===== src/rtl/centurion_io.sv =====
// Centurion I/O block: LED latch plus a memory-mapped 8N1 UART with a simple interrupt request.
module centurion_io #(
    parameter int unsigned CLKS_PER_BIT = 703,
    parameter logic [18:0] LED_ADDR     = 19'h0F110,
    parameter logic [18:0] MUX_BASE     = 19'h0F200
) (
    input  logic        clock,
    input  logic        resetn,
    input  logic [18:0] address,
    input  logic        write_en,
    input  logic        read_en,
    input  logic [7:0]  data_in,
    output logic [7:0]  data_out,
    output logic        selected,
    output logic [7:0]  leds,
    input  logic        rx_in,
    output logic        tx_out,
    output logic        int_reqn,
    output logic [3:0]  irq_number
);
    localparam int unsigned CNT_W = (CLKS_PER_BIT > 1) ? $clog2(CLKS_PER_BIT) : 1;
    localparam int unsigned HALF  = (CLKS_PER_BIT >= 2) ? CLKS_PER_BIT / 2 : 1;
    localparam logic [CNT_W-1:0] CNT_LAST = CNT_W'(CLKS_PER_BIT - 1);
    localparam logic [CNT_W-1:0] CNT_HALF = CNT_W'(HALF - 1);

    typedef enum logic [1:0] {ST_IDLE, ST_START, ST_DATA, ST_STOP} uart_state_t;

    // Address decode
    logic [18:0] w_off;
    logic        w_sel_led, w_sel_mux;
    logic        w_rd_status, w_rd_data, w_wr_data, w_wr_intctl, w_wr_vector;

    assign w_off       = address - MUX_BASE;
    assign w_sel_led   = (address == LED_ADDR);
    assign w_sel_mux   = (w_off < 19'd4);
    assign selected    = w_sel_led | w_sel_mux;
    assign w_rd_status = read_en  & w_sel_mux & (w_off[1:0] == 2'd0);
    assign w_rd_data   = read_en  & w_sel_mux & (w_off[1:0] == 2'd1);
    assign w_wr_data   = write_en & w_sel_mux & (w_off[1:0] == 2'd1);
    assign w_wr_intctl = write_en & w_sel_mux & (w_off[1:0] == 2'd2);
    assign w_wr_vector = write_en & w_sel_mux & (w_off[1:0] == 2'd3);

    // Control registers
    logic [7:0] r_leds;
    logic       r_rx_ie, r_tx_ie;
    logic [3:0] r_vector;

    // TX state
    uart_state_t      r_tx_state;
    logic [CNT_W-1:0] r_tx_cnt;
    logic [2:0]       r_tx_bit;
    logic [7:0]       r_tx_shift;
    logic             r_tx_out;
    logic             w_tx_ready;

    // RX state
    uart_state_t      r_rx_state;
    logic [CNT_W-1:0] r_rx_cnt;
    logic [2:0]       r_rx_bit;
    logic [7:0]       r_rx_shift;
    logic [7:0]       r_rx_buf;
    logic             r_rx_sync1, r_rx_sync2, r_rx_prev;
    logic             r_rx_ready, r_framing_err, r_overrun;

    assign w_tx_ready = (r_tx_state == ST_IDLE);

    // CPU-writable LED, interrupt enable and vector registers
    always_ff @(posedge clock or negedge resetn) begin
        if (!resetn) begin
            r_leds   <= 8'h00;
            r_rx_ie  <= 1'b0;
            r_tx_ie  <= 1'b0;
            r_vector <= 4'h0;
        end else begin
            if (write_en && w_sel_led) r_leds <= data_in;
            if (w_wr_intctl) begin
                r_rx_ie <= data_in[0];
                r_tx_ie <= data_in[1];
            end
            if (w_wr_vector) r_vector <= data_in[3:0];
        end
    end

    // TX FSM: shifts out start, eight data bits LSB first, then stop
    always_ff @(posedge clock or negedge resetn) begin
        if (!resetn) begin
            r_tx_state <= ST_IDLE;
            r_tx_cnt   <= '0;
            r_tx_bit   <= '0;
            r_tx_shift <= '0;
            r_tx_out   <= 1'b1;
        end else begin
            case (r_tx_state)
                ST_IDLE: begin
                    if (w_wr_data) begin
                        r_tx_shift <= data_in;
                        r_tx_out   <= 1'b0;
                        r_tx_cnt   <= '0;
                        r_tx_state <= ST_START;
                    end
                end
                ST_START: begin
                    if (r_tx_cnt == CNT_LAST) begin
                        r_tx_cnt   <= '0;
                        r_tx_bit   <= '0;
                        r_tx_out   <= r_tx_shift[0];
                        r_tx_shift <= {1'b1, r_tx_shift[7:1]};
                        r_tx_state <= ST_DATA;
                    end else begin
                        r_tx_cnt <= r_tx_cnt + CNT_W'(1);
                    end
                end
                ST_DATA: begin
                    if (r_tx_cnt == CNT_LAST) begin
                        r_tx_cnt <= '0;
                        if (r_tx_bit == 3'd7) begin
                            r_tx_out   <= 1'b1;
                            r_tx_state <= ST_STOP;
                        end else begin
                            r_tx_bit   <= r_tx_bit + 3'd1;
                            r_tx_out   <= r_tx_shift[0];
                            r_tx_shift <= {1'b1, r_tx_shift[7:1]};
                        end
                    end else begin
                        r_tx_cnt <= r_tx_cnt + CNT_W'(1);
                    end
                end
                ST_STOP: begin
                    if (r_tx_cnt == CNT_LAST) begin
                        r_tx_cnt   <= '0;
                        r_tx_state <= ST_IDLE;
                    end else begin
                        r_tx_cnt <= r_tx_cnt + CNT_W'(1);
                    end
                end
                default: r_tx_state <= ST_IDLE;
            endcase
        end
    end

    // RX synchronizer, mid-bit sampling FSM and status flags; new events override read-clears
    always_ff @(posedge clock or negedge resetn) begin
        if (!resetn) begin
            r_rx_sync1    <= 1'b1;
            r_rx_sync2    <= 1'b1;
            r_rx_prev     <= 1'b1;
            r_rx_state    <= ST_IDLE;
            r_rx_cnt      <= '0;
            r_rx_bit      <= '0;
            r_rx_shift    <= '0;
            r_rx_buf      <= '0;
            r_rx_ready    <= 1'b0;
            r_framing_err <= 1'b0;
            r_overrun     <= 1'b0;
        end else begin
            r_rx_sync1 <= rx_in;
            r_rx_sync2 <= r_rx_sync1;
            r_rx_prev  <= r_rx_sync2;
            if (w_rd_data) r_rx_ready <= 1'b0;
            if (w_rd_status) begin
                r_framing_err <= 1'b0;
                r_overrun     <= 1'b0;
            end
            case (r_rx_state)
                ST_IDLE: begin
                    if (r_rx_prev && !r_rx_sync2) begin
                        r_rx_cnt   <= '0;
                        r_rx_state <= ST_START;
                    end
                end
                ST_START: begin
                    if (r_rx_cnt == CNT_HALF) begin
                        r_rx_cnt <= '0;
                        r_rx_bit <= '0;
                        r_rx_state <= r_rx_sync2 ? ST_IDLE : ST_DATA;
                    end else begin
                        r_rx_cnt <= r_rx_cnt + CNT_W'(1);
                    end
                end
                ST_DATA: begin
                    if (r_rx_cnt == CNT_LAST) begin
                        r_rx_cnt   <= '0;
                        r_rx_shift <= {r_rx_sync2, r_rx_shift[7:1]};
                        if (r_rx_bit == 3'd7) r_rx_state <= ST_STOP;
                        else                  r_rx_bit   <= r_rx_bit + 3'd1;
                    end else begin
                        r_rx_cnt <= r_rx_cnt + CNT_W'(1);
                    end
                end
                ST_STOP: begin
                    if (r_rx_cnt == CNT_LAST) begin
                        r_rx_cnt   <= '0;
                        r_rx_state <= ST_IDLE;
                        if (r_rx_sync2) begin
                            r_rx_buf   <= r_rx_shift;
                            r_rx_ready <= 1'b1;
                            if (r_rx_ready && !w_rd_data) r_overrun <= 1'b1;
                        end else begin
                            r_framing_err <= 1'b1;
                        end
                    end else begin
                        r_rx_cnt <= r_rx_cnt + CNT_W'(1);
                    end
                end
                default: r_rx_state <= ST_IDLE;
            endcase
        end
    end

    // Read mux, combinational from address
    always_comb begin
        data_out = 8'h00;
        if (w_sel_led) begin
            data_out = r_leds;
        end else if (w_sel_mux) begin
            case (w_off[1:0])
                2'd0:    data_out = {4'b0000, r_overrun, r_framing_err, w_tx_ready, r_rx_ready};
                2'd1:    data_out = r_rx_buf;
                2'd2:    data_out = {6'b000000, r_tx_ie, r_rx_ie};
                default: data_out = {4'b0000, r_vector};
            endcase
        end
    end

    assign leds       = r_leds;
    assign tx_out     = r_tx_out;
    assign irq_number = r_vector;
    assign int_reqn   = ~((r_rx_ie & r_rx_ready) | (r_tx_ie & w_tx_ready));

endmodule


===== config.mk =====
export PLATFORM = sky130hd
export DESIGN_NAME = centurion_io
export DESIGN_NICKNAME = d
export VERILOG_FILES = /design/src/rtl/centurion_io.sv
export SDC_FILE = /design/constraint.sdc
export NUM_CORES = 1
export LEC_CHECK = 0
export ABC_AREA = 1
export CORE_ASPECT_RATIO = 1.5
export CORE_MARGIN = 4
export CORE_UTILIZATION = 35
export CTS_BUF_LIST = sky130_fd_sc_hd__clkbuf_16
export CTS_CLUSTER_SIZE = 25
export DETAILED_ROUTE_END_ITERATION = 10
export HOLD_SLACK_MARGIN = 0.12
export PLACE_DENSITY = 0.6
export SLEW_MARGIN = 20
export SYNTH_ARGS = -nofsm -noshare
export SYNTH_HDL_FRONTEND = slang
export SYNTH_SLANG_ARGS = --single-unit

===== constraint.sdc =====
create_clock -name clock -period 2.83 [get_ports clock]
set_input_delay 0.566 -clock clock [delete_from_list [all_inputs] [get_ports clock]]
set_output_delay 0.566 -clock clock [all_outputs]
set_load 0.005 [all_outputs]

==> impl_metrics.yaml, run 1 <==
sta:
  setup_viol: 0
  fin_setup_tns_ns: 0
  fin_skew_ns: 0.00581
  period_needed_ns: 2.75
  final-hold-violation-count: 0
  max_freq_ghz: 0.363
  slew_headroom: 0.365
  slew_viol_final: 0
  min_period_over_period: 0.973
  max_slew.worst_pin.slew_ns: 0.952
detailed_routing:
  viasPerCell: 4.80
  drt_wl_total_um: 9510
  vias: 3496
  drt_pass1_iterations: 4
  ant_nets: 0
  drc: 0
  drt_iter0_markers: 177
  route.detailed.wl_per_inst_um: 13.0
global_routing:
  antenna_found_initial: 0
  grt_overflow: 0
  grt_first_pass_wirelength_um: 16200
  grt_usage: 0.145
  first_global_vias: 3471
  grt_max_degree: 76
synthesis:
  synth-async-reset-ratio: 1.00
  synth-seq-cells: 75
  synth_simple_gate_area_frac: 0.293
  synth-seq-area-share: 0.448
  synth-compound-area-share: 0.127
  ys_types: 37
  yosysWarnings: 0
  syn-num-nets: 546
  avgSynthCellArea_um2: 8.38
  postSynthCellCount: 501
  synth_xor_area_frac: 0.0146
  synth_top_family_by_area: "simple AND/OR/NAND/NOR gates"
  synth_fa_ha_area_frac: 0.0387
  synthMuxAreaShare: 0
  synth-main-ff-cell: "dfrtp_1"
  syn_area_um2: 4200
  synth_enable_flop_cells: 0
finish:
  syn2layout_area_growth_pct: 25.2
  final_util: 0.451
  diodes: 0
  final_layout_size_suffix_gt1_frac: 0.171
  final_common_cell: "nand2_1"
  design_area_um2: 5260
  finish.net_count: 619
  final_cells: 729
  final_cell_mix: "137 x nand2_1, 71 x dfrtp_1, 67 x inv_1, 41 x clkdlybuf4s50_1, 39 x nand3_1"
  fillers: 1153
clocking:
  holdBufCountCts: 0
  cts.sinks: 75
  cts_htree_levels: 3
  clock-root-buffer: "clkbuf_16"
  cts_made_buffers: 9
  clockBufferDepth: 2
  cts_tree: "built"
  clk-insertion-delay-late_ns: 0.33
  clkTransAtPathRegs_ns: 0.05
outcome:
  status: "complete, no violations"
placed_design:
  portBuffers: 54
  place_area_um2: 4950
  place.gp.congestion: 0.790
  dp_hpwl_um: 7130
  dpl.cell_count: 708
floorplan:
  fp.dieH_um: 142
  boundaryPins: 55
  fp.dieW_um: 97.4
  core_um2: 11700
  dieArea_um2: 13900
  num_rows: 48
  start_util: 0.361
setup_path:
  worst_path_max_delay_cell: "clkdlybuf4s50_1"
  endpoint_kind: "primary output"
  critPathTopFamily: "buffers and inverters"
  worst_path_largest_cell_delay_ns: 0.46
  path_max_fanout: 5
  path_cells: "clkdlybuf4s50_1, nand2_1, nor2_2, nand2_4, nor2_4, nand2_4, nor2_4, buf_4, a22o_1, dlygate4sd2_1"
  criticalPathCategory: "in -> out"
  timing.critical_path.buf_inv: 3
  cp.arrival_ns: 2.19
  cp.required_ns: 2.26
  startpoint_type: "primary input"
pwr:
  ir_drop_uv: 327
  design_power_total_w: 0.00376
  p_leak_nw: 2.65
  power-per-cell-area_nw_per_um2: 714
flow_run:
  drv_cap: 0
min_path:
  hp-class: "reg -> reg"
## cells in the mapped netlist (3+ instances only)
cell / count / area share
nand2_4: 5 / 0.013
nand2_2: 11 / 0.016
nand2_1: 137 / 0.12
o22ai_1: 3 / 0.0045
nand3_1: 39 / 0.046
dfstp_2: 4 / 0.025
o21ai_0: 31 / 0.037
o21ai_2: 25 / 0.052
dfrtp_1: 71 / 0.42
inv_1: 65 / 0.058
buf_6: 5 / 0.013
xor2_1: 5 / 0.010
nand4_1: 7 / 0.010
nor2_2: 7 / 0.010
nor3_2: 4 / 0.0095
a22o_1: 7 / 0.015
ha_1: 13 / 0.039
inv_2: 3 / 0.0027
nor2_4: 4 / 0.011
nor2_1: 24 / 0.021
o21ai_1: 7 / 0.0083
## through the flow
step,hold slack [ns],setup slack [ns]
after global routing,0.362,-0.00760
after detailed placement,0.349,-0.176
after CTS,0.357,0.00894
after global placement,0.349,-0.108
after floorplan,0.270,0.848
final,0.355,0.0774
## final timing paths
path	from	to	slack, ns	depth (start not counted)
setup / recovery	address[13]	data_out[4]	0.08	10
max in group asynchronous	resetn	r_tx_bit[0]	1.84	1
min in group asynchronous	resetn	leds[1]	0.40	1
hold / removal	r_rx_sync1	r_rx_sync2	0.35	0
setup reg to reg	r_rx_cnt[0]	r_rx_shift[0]	1.03	9
hold reg to reg	r_rx_sync1	r_rx_sync2	0.35	0
## metal layers
metal	track usage	routed length [µm]
met5	0	0
met4	0.0518	179
met3	0.0412	409
met2	0.257	4990
met1	0.167	3930
## power breakdown
group	switching [W]	total [W]	internal [W]
Sequential	0.000159	0.00144	0.00129
Clock	0.000410	0.000982	0.000572
Combinational	0.000867	0.00133	0.000463
Total	0.00144	0.00376	0.00232
## kinds of logic (layout without fill, tap and decap cells)
logic type	after synthesis	after routing
AOI/OAI and AO/OA	79	79
and+or+nand+nor	249	249
buffers and inverters	78	156
xor gates and xnor gates	7	7
adders and majority gates	13	13
DFF	75	75
## flip-flops by register name, indices dropped and copies added, names as in the netlist, named ones only
name	flops
r_overrun	1
leds	8
r_rx_cnt	10
r_rx_sync1	1
tx_out	1
r_framing_err	1
r_rx_prev	1
r_tx_bit	3
r_tx_ie	1
r_tx_state	2
r_rx_ready	1
irq_number	4
r_rx_shift	8
r_rx_state	1
r_rx_sync2	1
r_rx_ie	1
r_rx_buf	8
r_tx_cnt	10
r_rx_bit	3
r_tx_shift	8
## area by class of cell
cell class              instances  area, µm²  share of cell area
well taps                     150        188              0.0357
repair buffers                 71        671               0.128
multi-input cells             348       2000               0.381
flip-flops and latches         75       1880               0.358
clock inverters                 7       27.5             0.00523
clock buffers                   9        225              0.0428
inverters                      69        262              0.0497
## what timing repair did
action | 4_1_cts | 5_1_grt
gates resized for setup | 14 | 4
pin swaps | 3 | 4
setup buffers | 3 | 2
endpoints found under the setup margin | 8 | 4
Power figures use the tool's default switching activity.
==> run 2: changes to the inputs <==
TNS_END_PERCENT = 30   (was not set)
==> run 2 against run 1 <==
Against the previous run:
- the flow now finishes with violations (setup timing)
- via count shrank 0.74%
- die area is the same
- first-iteration DRC count shrank 0.56%
- combinational power is essentially flat
- clock skew is essentially flat
- non-clock buffer count shrank 4
- utilization shrank 0.34 points
- sequential share of layout area grew 0.27 points
- design area shrank 0.76%
- global-route usage shrank 0.15 points
- total power is essentially flat
- hold slack is essentially flat
- critical endpoint is now data_out[6]
- largest cell class unchanged
==> impl_metrics.yaml, run 2 (synthesis gave the netlist of run 1 again) <==
pwr:
  pwr-share-comb: 0.354
  design_power_total_w: 0.00375
  p_clk_frac: 0.261
  p_switching_w: 0.00143
  p_int_w: 0.00232
  ir_drop_uv: 327
  power-per-cell-area_nw_per_um2: 719
  switching_share: 0.382
  p_leak_nw: 2.60
  p_seq_frac: 0.385
sta:
  worst_slack_ns: -0.0337
  hold_slack_ns: 0.355
  rsz0062_at_grt: "yes"
  max_freq_ghz: 0.349
  slew_viol_final: 0
  max_slew.worst_pin.slew_ns: 0.949
  setup_viol: 1
  fin_skew_ns: 0.00548
  min_period_over_period: 1.01
  final-hold-violation-count: 0
  period_needed_ns: 2.86
  slew_headroom: 0.367
setup_path:
  worst_path_largest_cell_delay_ns: 0.49
  reg2reg_slack_ns: 1.03
  endpoint_kind: "primary output"
  critPathTopFamily: "buffers and inverters"
  critPathLaunch: "address[9]"
  rr_endpoint: "r_rx_shift[0]"
  startpoint_type: "primary input"
  worst_path_max_delay_cell: "clkdlybuf4s50_1"
  timing.critical_path.buf_inv: 2
  critPathCapture: "data_out[6]"
  cp.required_ns: 2.26
  path_max_fanout: 6
  reg2reg_from: "r_rx_cnt[0]"
  criticalPathCategory: "in -> out"
  r2r_cells: 9
  path_cells: "clkdlybuf4s50_1, nand2_1, nor2_1, nand2_1, nor2_4, nand2_4, nor2_4, a22o_1, clkdlybuf4s50_1"
  cp.arrival_ns: 2.30
  path_depth: 9
finish:
  final_layout_size_suffix_gt1_frac: 0.163
  diodes: 0
  multi_input_area_um2: 2000
  seq_area_um2: 1880
  fillers: 1158
  syn2layout_area_growth_pct: 24.2
  final_common_cell: "nand2_1"
  top_regs: "r_rx_cnt: 10 flops, r_tx_cnt: 10 flops"
  final_util: 0.448
  final_cell_mix: "137 x nand2_1, 71 x dfrtp_1, 67 x inv_1, 45 x clkdlybuf4s50_1, 39 x nand3_1"
  finish.net_count: 615
  design_area_um2: 5220
clocking:
  clkTransAtPathRegs_ns: 0.05
  clock-root-buffer: "clkbuf_16"
  cts_htree_levels: 3
  holdBufCountCts: 0
  clk-insertion-delay-late_ns: 0.33
  clockBufferDepth: 2
  cts_made_buffers: 9
  cts.sinks: 75
  cts_tree: "built"
global_routing:
  antenna_found_initial: 0
  grt_first_pass_wirelength_um: 16100
  grt_usage: 0.144
  grt_overflow: 0
  first_global_vias: 3458
  grt_max_degree: 76
outcome:
  status: "finished, violations left"
  failed_checks: "setup timing"
placed_design:
  place.gp.congestion: 0.790
  dp_worst_setup_slack_ns: -0.176
  portBuffers: 54
  dp_hpwl_um: 7130
  place_area_um2: 4950
floorplan:
  core_um2: 11700
  boundaryPins: 55
  fp.dieW_um: 97.4
  start_util: 0.361
  fp.dieH_um: 142
  num_rows: 48
  dieArea_um2: 13900
detailed_routing:
  viasPerCell: 4.79
  drt_iter0_markers: 176
  ant_nets: 0
  drc: 0
  route.detailed.wl_per_inst_um: 12.9
  vias: 3470
  drt_pass1_iterations: 4
  drt_wl_total_um: 9370
flow_run:
  drv_cap: 0
min_path:
  whs_path_depth: 0
  hp-class: "reg -> reg"
## run 2: worst min path at each step
| stage | end | start |
|---|---|---|
| global placement | r_rx_sync2 | r_rx_sync1 |
| CTS | r_rx_sync2 | r_rx_sync1 |
| floorplan | async pin | resetn |
| global route | r_rx_sync2 | r_rx_sync1 |
| finish | r_rx_sync2 | r_rx_sync1 |
| detailed placement | r_rx_sync2 | r_rx_sync1 |
## run 2: power by group through the flow
stage	logic, W	registers, W	clock network (W)
after global routing	0.00155	0.00147	0.00106
after floorplan	0.00103	0.00142	0
after detailed placement	0.00134	0.00146	0
after global placement	0.00130	0.00145	0
final	0.00133	0.00144	0.000981
after CTS	0.00135	0.00144	0.00101
## run 2: routing by layer
metal  vias up  GRT usage  wire length [µm]
met5         -          0                 0
met1      1632      0.165              3830
met3        21     0.0412               434
li1       1754          -                 -
met4         0     0.0518               181
met2        63      0.254              4930
## run 2: per-stage QoR
step / std cells / setup TNS, ns
after detailed placement: 708 / -0.973
final: 725 / -0.0337
after floorplan: 501 / 0
after CTS: 725 / -0.185
after global placement: 708 / -0.653
after global routing: 725 / -0.325
## run 2: cell type report
cell class,instances,share of cell area
Tap cell,150,0.0360
Sequential cell,75,0.361
Multi-Input combinational cell,348,0.382
Clock buffer,9,0.0432
Inverter,69,0.0496
Clock inverter,7,0.00527
Timing Repair Buffer,67,0.123
## run 2: repair_timing
item                       in CTS  in global routing
setup endpoints to repair       8                  5
gates resized for setup         9                  1
pin swaps                       2                  1
setup buffers                   1                  0
==> run 3: changes to the inputs <==
TNS_END_PERCENT = 50   (was 30)
==> run 3 against run 2 <==
Against the previous run:
- the flow now finishes without violations
- sequential power hardly changed
- critical path depth increased by 2
- design area increased by 0.22%
- clock skew about the same
- register-to-register slack is essentially flat
- count of clock-buffer cells in the layout did not move
- total power barely moved
- global-route usage barely moved
- cell count stayed put
- critical path type unchanged
- critical endpoint is now data_out[4]
- largest cell class unchanged
==> impl_metrics.yaml, run 3 (synthesis gave the netlist of run 1 again) <==
outcome:
  status: "complete, no violations"
global_routing:
  grt_overflow: 0
  grt_max_degree: 76
  grt_usage: 0.144
  grt_first_pass_wirelength_um: 16100
  antenna_found_initial: 0
  first_global_vias: 3458
detailed_routing:
  drt_iter0_markers: 172
  viasPerCell: 4.78
  wl_met2_um: 4960
  ant_nets: 0
  drt_wl_total_um: 9370
  top_layer: "met4"
  met3WireLength_um: 420
  drt_pass1_iterations: 5
  wl_met1_um: 3800
  route.detailed.wl_per_inst_um: 12.9
  vias: 3466
  drc: 0
sta:
  min_period_over_period: 0.960
  setup_viol: 0
  final-hold-violation-count: 0
  hold_slack_ns: 0.355
  slew_viol_final: 0
  period_needed_ns: 2.72
  fin_skew_ns: 0.00541
  worst_slack_ns: 0.112
  max_slew.worst_pin.slew_ns: 0.955
  rsz0062_at_grt: "yes"
  slew_headroom: 0.364
  max_freq_ghz: 0.368
setup_path:
  worst_path_max_delay_cell: "clkdlybuf4s50_1"
  criticalPathCategory: "in -> out"
  cp.arrival_ns: 2.15
  endpoint_kind: "primary output"
  cp.required_ns: 2.26
  worst_path_largest_cell_delay_ns: 0.42
  startpoint_type: "primary input"
  critPathTopFamily: "buffers and inverters"
  path_cells: "clkdlybuf4s50_1, inv_2, nand2_1, nor2_1, nand2_1, nor2_4, nand2_4, nor2_4, buf_4, a22o_1, dlygate4sd2_1"
  timing.critical_path.buf_inv: 4
  path_max_fanout: 6
pwr:
  power-per-cell-area_nw_per_um2: 718
  design_power_total_w: 0.00375
  p_leak_nw: 2.64
  ir_drop_uv: 326
placed_design:
  dp_hpwl_um: 7130
  dp_worst_setup_slack_ns: -0.176
  portBuffers: 54
  place.gp.congestion: 0.790
  place_area_um2: 4950
clocking:
  clockBufferDepth: 2
  clock-root-buffer: "clkbuf_16"
  cts.sinks: 75
  cts_made_buffers: 9
  cts_tree: "built"
  cts_htree_levels: 3
  clk-insertion-delay-late_ns: 0.33
  clkTransAtPathRegs_ns: 0.05
floorplan:
  num_rows: 48
  fp.dieH_um: 142
  boundaryPins: 55
  dieArea_um2: 13900
  fp.dieW_um: 97.4
  core_um2: 11700
  start_util: 0.361
finish:
  final_layout_size_suffix_gt1_frac: 0.165
  final_cell_mix: "137 x nand2_1, 71 x dfrtp_1, 67 x inv_1, 41 x clkdlybuf4s50_1, 39 x nand3_1"
  syn2layout_area_growth_pct: 24.5
  design_area_um2: 5230
  final_util: 0.449
  finish.net_count: 615
  top_regs: "r_rx_cnt: 10 flops, r_tx_cnt: 10 flops"
  final_common_cell: "nand2_1"
  diodes: 0
min_path:
  hp-class: "reg -> reg"
flow_run:
  drv_cap: 0
-- run 3: cell types whose count changed in the layout (fill, tap and decap cells not counted), sizes merged --
cell,before,now
clkdlybuf4s50,45,41
dlygate4sd2,7,9
dlymetal6s2s,1,3
-- run 3: cell type report --
class | count | area [µm²]
Sequential cell | 75 | 1880
Multi-Input combinational cell | 348 | 2000
Timing Repair Buffer | 67 | 644
Clock inverter | 7 | 27.5
Fill cell | 1157 | 6420
Clock buffer | 9 | 225
Inverter | 69 | 259
Tap cell | 150 | 188
-- run 3: where the power goes --
| group | switching [W] | internal [W] |
|---|---|---|
| logic | 0.000864 | 0.000463 |
| clock network | 0.000410 | 0.000572 |
| registers | 0.000158 | 0.00129 |
-- run 3: what timing repair did --
action | 4_1_cts | 5_1_grt
gates resized for setup | 12 | 5
setup endpoints to repair | 8 | 3
endpoints found under the hold margin | 0 | 0
setup buffers | 1 | 0
hold buffers | 0 | 0
pin swaps | 2 | 1
-- run 3: worst reg2reg max path, delay by kind of cell (launching register included) --
family | cells | cell delay (ns)
compound gates | 1 | 0.06
flops | 1 | 0.41
fa+ha+maj | 1 | 0.17
simple gates | 5 | 0.83
buf+inv | 2 | 0.20
-- run 3: path summary, 6_finish.rpt --
kind / start / to / slack [ns] / cells past startpoint
setup / recovery: address[4] / data_out[4] / 0.11 / 11
hold reg to reg: r_rx_sync1 / r_rx_sync2 / 0.35 / 0
hold / removal: r_rx_sync1 / r_rx_sync2 / 0.35 / 0
max in group asynchronous: resetn / r_tx_cnt[8] / 1.83 / 1
min in group asynchronous: resetn / leds[1] / 0.38 / 1
setup reg to reg: r_rx_cnt[0] / r_rx_shift[0] / 1.03 / 9
-- run 3: metal layers --
layer,track usage,up-vias
met5,0,-
met2,0.255,54
met3,0.0412,19
li1,-,1756
met1,0.165,1637
met4,0.0518,0
-- run 3: stage by stage --
stage | instances | setup TNS [ns]
after global routing | 725 | -0.00403
after global placement | 708 | -0.653
after CTS | 725 | -0.0865
final | 725 | 0
after detailed placement | 708 | -0.973
after floorplan | 501 | 0
